`src/rtl/clock_mode_ctrl.sv`:
```
// Mode/sequencing controller for the clock's min:sec datapath: one-second tick,
// RUN -> SET_MIN -> SET_SEC mode cycle, button increment pulses and set-mode blink.
module clock_mode_ctrl #(
  parameter int unsigned TICK_DIV  = 100000000,
  parameter int unsigned BLINK_DIV = 50000000
) (
  input  logic       clk,
  input  logic       reset,
  input  logic       btn_mode,
  input  logic       btn_up,
  output logic       run_tick,
  output logic       inc_min,
  output logic       inc_sec,
  output logic [1:0] mode,
  output logic       blink
);

  typedef enum logic [1:0] {
    MODE_RUN     = 2'b00,
    MODE_SET_MIN = 2'b01,
    MODE_SET_SEC = 2'b10
  } mode_e;

  localparam int unsigned TICK_W  = $clog2(TICK_DIV);
  localparam int unsigned BLINK_W = $clog2(BLINK_DIV);
  localparam logic [TICK_W-1:0]  TICK_LAST  = TICK_W'(TICK_DIV - 1);
  localparam logic [BLINK_W-1:0] BLINK_LAST = BLINK_W'(BLINK_DIV - 1);

  mode_e               state_q, state_d;
  logic [TICK_W-1:0]   tick_cnt_q, tick_cnt_d;
  logic [BLINK_W-1:0]  blink_cnt_q, blink_cnt_d;
  logic                blink_q, blink_d;
  logic                run_tick_q, run_tick_d;
  logic                inc_min_q, inc_min_d;
  logic                inc_sec_q, inc_sec_d;
  logic                btn_mode_q, btn_up_q;
  logic                mode_rise, up_rise;

  assign mode_rise = btn_mode & ~btn_mode_q;
  assign up_rise   = btn_up & ~btn_up_q;

  // NOTE: every variable gets a default at the top of the block so no path
  // leaves one unassigned, which would otherwise infer a latch.
  always_comb begin
    state_d     = state_q;
    tick_cnt_d  = '0;
    run_tick_d  = 1'b0;
    blink_cnt_d = '0;
    blink_d     = 1'b0;

    if (mode_rise) begin
      unique case (state_q)
        MODE_RUN:     state_d = MODE_SET_MIN;
        MODE_SET_MIN: state_d = MODE_SET_SEC;
        default:      state_d = MODE_RUN;
      endcase
    end

    // Counting only while staying in RUN makes each RUN entry start from 0.
    if (state_q == MODE_RUN && state_d == MODE_RUN) begin
      if (tick_cnt_q == TICK_LAST) run_tick_d = 1'b1;
      else                         tick_cnt_d = tick_cnt_q + 1'b1;
    end

    // A mode change on the same edge swallows the increment request.
    inc_min_d = up_rise & ~mode_rise & (state_q == MODE_SET_MIN);
    inc_sec_d = up_rise & ~mode_rise & (state_q == MODE_SET_SEC);

    if (state_d != MODE_RUN) begin
      if (state_d != state_q) begin
        blink_d = 1'b1;
      end else if (blink_cnt_q == BLINK_LAST) begin
        blink_d = ~blink_q;
      end else begin
        blink_d     = blink_q;
        blink_cnt_d = blink_cnt_q + 1'b1;
      end
    end
  end

  // NOTE: sequential state uses non-blocking assignments so every register
  // samples pre-edge values regardless of statement order.
  always_ff @(posedge clk or negedge reset) begin
    if (!reset) begin
      state_q     <= MODE_RUN;
      tick_cnt_q  <= '0;
      blink_cnt_q <= '0;
      blink_q     <= 1'b0;
      run_tick_q  <= 1'b0;
      inc_min_q   <= 1'b0;
      inc_sec_q   <= 1'b0;
      // NOTE: history resets to 1 so a button held across reset release
      // is not mistaken for a fresh press.
      btn_mode_q  <= 1'b1;
      btn_up_q    <= 1'b1;
    end else begin
      state_q     <= state_d;
      tick_cnt_q  <= tick_cnt_d;
      blink_cnt_q <= blink_cnt_d;
      blink_q     <= blink_d;
      run_tick_q  <= run_tick_d;
      inc_min_q   <= inc_min_d;
      inc_sec_q   <= inc_sec_d;
      btn_mode_q  <= btn_mode;
      btn_up_q    <= btn_up;
    end
  end

  assign run_tick = run_tick_q;
  assign inc_min  = inc_min_q;
  assign inc_sec  = inc_sec_q;
  assign mode     = state_q;
  assign blink    = blink_q;

endmodule

```
`config.mk`:
```
export PLATFORM = sky130hd
export DESIGN_NAME = clock_mode_ctrl
export DESIGN_NICKNAME = d
export VERILOG_FILES = /design/src/rtl/clock_mode_ctrl.sv
export SDC_FILE = /design/constraint.sdc
export NUM_CORES = 1
export LEC_CHECK = 0
export ABC_CLOCK_PERIOD_IN_PS = 2300
export CORE_ASPECT_RATIO = 2
export CORE_MARGIN = 3
export CORE_UTILIZATION = 30
export DETAILED_ROUTE_END_ITERATION = 7
export PLACE_DENSITY = 0.5
export SLEW_MARGIN = 20
export SYNTH_ARGS = -nofsm -noshare
export SYNTH_HDL_FRONTEND = slang
export SYNTH_SLANG_ARGS = --single-unit
export TNS_END_PERCENT = 20
```
`constraint.sdc`:
```
create_clock -name clk -period 2.3 [get_ports clk]
set_clock_uncertainty 0.1 [all_clocks]
set_input_delay 0.69 -clock clk [delete_from_list [all_inputs] [get_ports clk]]
set_output_delay 0.69 -clock clk [all_outputs]
set_load 0.005 [all_outputs]
```
==> impl_metrics.toml <==
[setup_path]
r2r_cells = 4
critPathKind = "register to register"
r2r_end = "blink_cnt_q[25]$_DFF_PN0_"
cpPeakStageDelay_ns = 0.71
r2r_setup_slack_ns = 0.15
crit_path_cell_trace = "nand4_2 -> or4_1 -> or4_1 -> a21oi_1"
startpoint_type = "register"
crit_arrival_ns = 2.32
path_delay_family = "simple AND/OR/NAND/NOR gates"
worst-path-buf-inv = 0
cp_slowest_cell = "or4_1"
required_ns = 2.46
path_max_fanout = 8
r2r-start = "blink_cnt_q[4]$_DFF_PN0_"
crit_top_cell = "or4_1"
cp-end-kind = "register"

[clock_network]
cts_resized = 0
clk-insertion-delay-late_ns = 0.33
clk_pin_slew_ns = 0.05
numCtsBuffers = 9
cts_tree = "yes"
clk_path_buf_depth = 2
htreeDepth = 3
postCtsHoldBufs = 0
cts-root-buf = "clkbuf_16"
clock-sinks = 61
post_cts_buffers = 0

[hold_path]
hp-class = "input port to asynchronous set/reset pin"

[place]
pre_cts_ws_ns = 0.0555
dp_hpwl_mm = 5.51
gp_congestion = 0.823
port_buffers = 9

[grt]
grt_max_degree = 27
grt_antenna_before_repair = 0
grt_pass1_vias = 2604
overflow = 0
grt_pass1_wl_mm = 12.8
grtUsageTotal_pct = 14.3

[timing]
layout_setup_ws_ns = 0.145
hold_viol = 0
setup_tns_ns = 0
setup_viol = 0
finalMaxSlewViolations = 0
period_minus_slack_ns = 2.15
rsz0062_at_grt = "false"
fmax_mhz = 464
tightest_slew_ns = 0.518
finalCritPeriodShare_pct = 93.7
timing.slew.headroom_pct = 65.5

[logic_synthesis]
avgSynthCellArea_sq_um = 9.74
mappedNetlistNets = 322
synthCells = 316
synth_cell_type_count = 38
synth_seq_cells = 61
synth_area_leaders = "dfrtp_1 48%, or4_1 5.4%, o31ai_1 4.9%"
synth.top_cell.area_share_pct = 48.0
syn_area_sq_um = 3080
ys_warn_count = 0
synth_top_area_cell = "dfrtp_1"
ys_seq_area_share_pct = 49.7

[run]
cap_violations = 0

[route]
drt_iter0_markers = 114
vias = 2527
drc = 0
first_pass_iters = 4
wl_per_cell_microns = 15.7
ant_nets = 0
totalWireLength_mm = 7.55
post_drt_via_cell_ratio = 5.26

[final_layout]
final_common_cell = "dfrtp_1"
layout_common_cells = "59 x dfrtp_1, 31 x nor2_1, 26 x a21oi_1"
drive_gt1_share_pct = 12.9
antenna_cells = 0
nets = 349
final_util_pct = 38.2
area_delta_synth_final_pct = 22.6

[die]
core_area_sq_um = 9890
ioPinCount = 10
initial_core_util_pct = 31.1
rows = 51
die_y_microns = 149
die-area_sq_um = 11600
die_x_microns = 77.6

[power_and_ir_drop]
power_density_nw_per_um2 = 828
power.leakage_uw = 0.00144
vdd_drop_max_uv = 409
total_power_uw = 3130

[run_status]
run_status = "finished clean"
-- cell usage after synthesis --
| cell type | count |
|---|---|
| nor4bb_1 | 1 |
| nand4_1 | 16 |
| nand4b_1 | 1 |
| a21oi_1 | 26 |
| nor3b_1 | 1 |
| mux2_2 | 2 |
| xor2_1 | 10 |
| and4_2 | 1 |
| and3_1 | 5 |
| and2_1 | 3 |
| nand2b_1 | 2 |
| nand3_1 | 18 |
| and4_1 | 10 |
| xnor2_1 | 13 |
| nor4_1 | 7 |
| nand2_1 | 19 |
| nand4_2 | 1 |
| nor2_1 | 31 |
| nor4b_1 | 1 |
| dfrtp_1 | 59 |
| nand3b_1 | 1 |
| o31ai_2 | 1 |
| nand2_2 | 1 |
| inv_1 | 6 |
| dfstp_2 | 2 |
| o21ai_0 | 7 |
| buf_2 | 4 |
| nand3_2 | 1 |
| ha_1 | 2 |
| o21bai_1 | 1 |
| a21o_1 | 1 |
| o31ai_1 | 20 |
| o22ai_1 | 1 |
| or2_0 | 1 |
| or4_1 | 22 |
| clkbuf_1 | 10 |
| or3_1 | 5 |
| nor3_1 | 3 |
-- kinds of logic (layout without fill, tap and decap cells) --
| kind of cell | Yosys count | in the layout | synth area share [%] |
|---|---|---|---|
| xor+xnor | 23 | 23 | 6.54 |
| compound gates | 57 | 57 | 11.3 |
| simple gates | 151 | 151 | 28.3 |
| mux | 2 | 2 | 0.732 |
| flops | 61 | 61 | 49.7 |
| buf+inv | 20 | 52 | 2.60 |
| fa+ha+maj | 2 | 2 | 0.813 |
-- area by class of cell --
type	count	area, sq um
tap	132	165
multi-input combinational	235	1470
fill	1000	6120
sequential	61	1530
timing repair buffer	30	280
clock buffer	11	233
clock inverter	5	75.1
inverter	6	22.5
-- per-stage QoR --
step | hold WS, ns | cells | instance area [sq um]
final | 0.238 | 480 | 3770
after global routing | 0.253 | 480 | 3770
after CTS | 0.244 | 480 | 3770
after detailed placement | 0.376 | 464 | 3470
after global placement | 0.371 | 464 | 3470
after floorplan | 0.294 | 316 | 3080
-- power breakdown --
part	leakage, uW	switching (uW)	internal, uW
Sequential	0.000837	75.7	1140
Combinational	0.000451	278	209
Clock	0.000153	479	942
-- worst max path at each step --
stage,start,to,slack (ns),depth (start not counted)
floorplan,tick_cnt_q[0]$_DFF_PN0_,tick_cnt_q[10]$_DFF_PN0_,0.20,6
global placement,btn_mode,blink_cnt_q[4]$_DFF_PN0_,0.12,6
detailed placement,btn_mode,blink_cnt_q[24]$_DFF_PN0_,0.06,6
CTS,blink_cnt_q[4]$_DFF_PN0_,blink_cnt_q[25]$_DFF_PN0_,0.12,4
global route,blink_cnt_q[4]$_DFF_PN0_,blink_cnt_q[25]$_DFF_PN0_,0.02,4
finish,blink_cnt_q[4]$_DFF_PN0_,blink_cnt_q[25]$_DFF_PN0_,0.15,4
-- flip-flops by register name, indices dropped and copies added, names as in the netlist --
register / count
tick_cnt_q: 27
blink_cnt_q: 26
mode: 2
blink: 1
btn_mode_q: 1
btn_up_q: 1
inc_min: 1
inc_sec: 1
run_tick: 1
-- metal layers --
| metal | up-vias | GRT usage (%) | share of wire, % |
|---|---|---|---|
| li1 | 1235 | - | - |
| met1 | 1246 | 14.6 | 38 |
| met2 | 27 | 25.6 | 55 |
| met3 | 19 | 3.75 | 2.1 |
| met4 | 0 | 8.56 | 4.1 |
| met5 | - | 0 | 0 |
(Power assumes the default switching activity.)
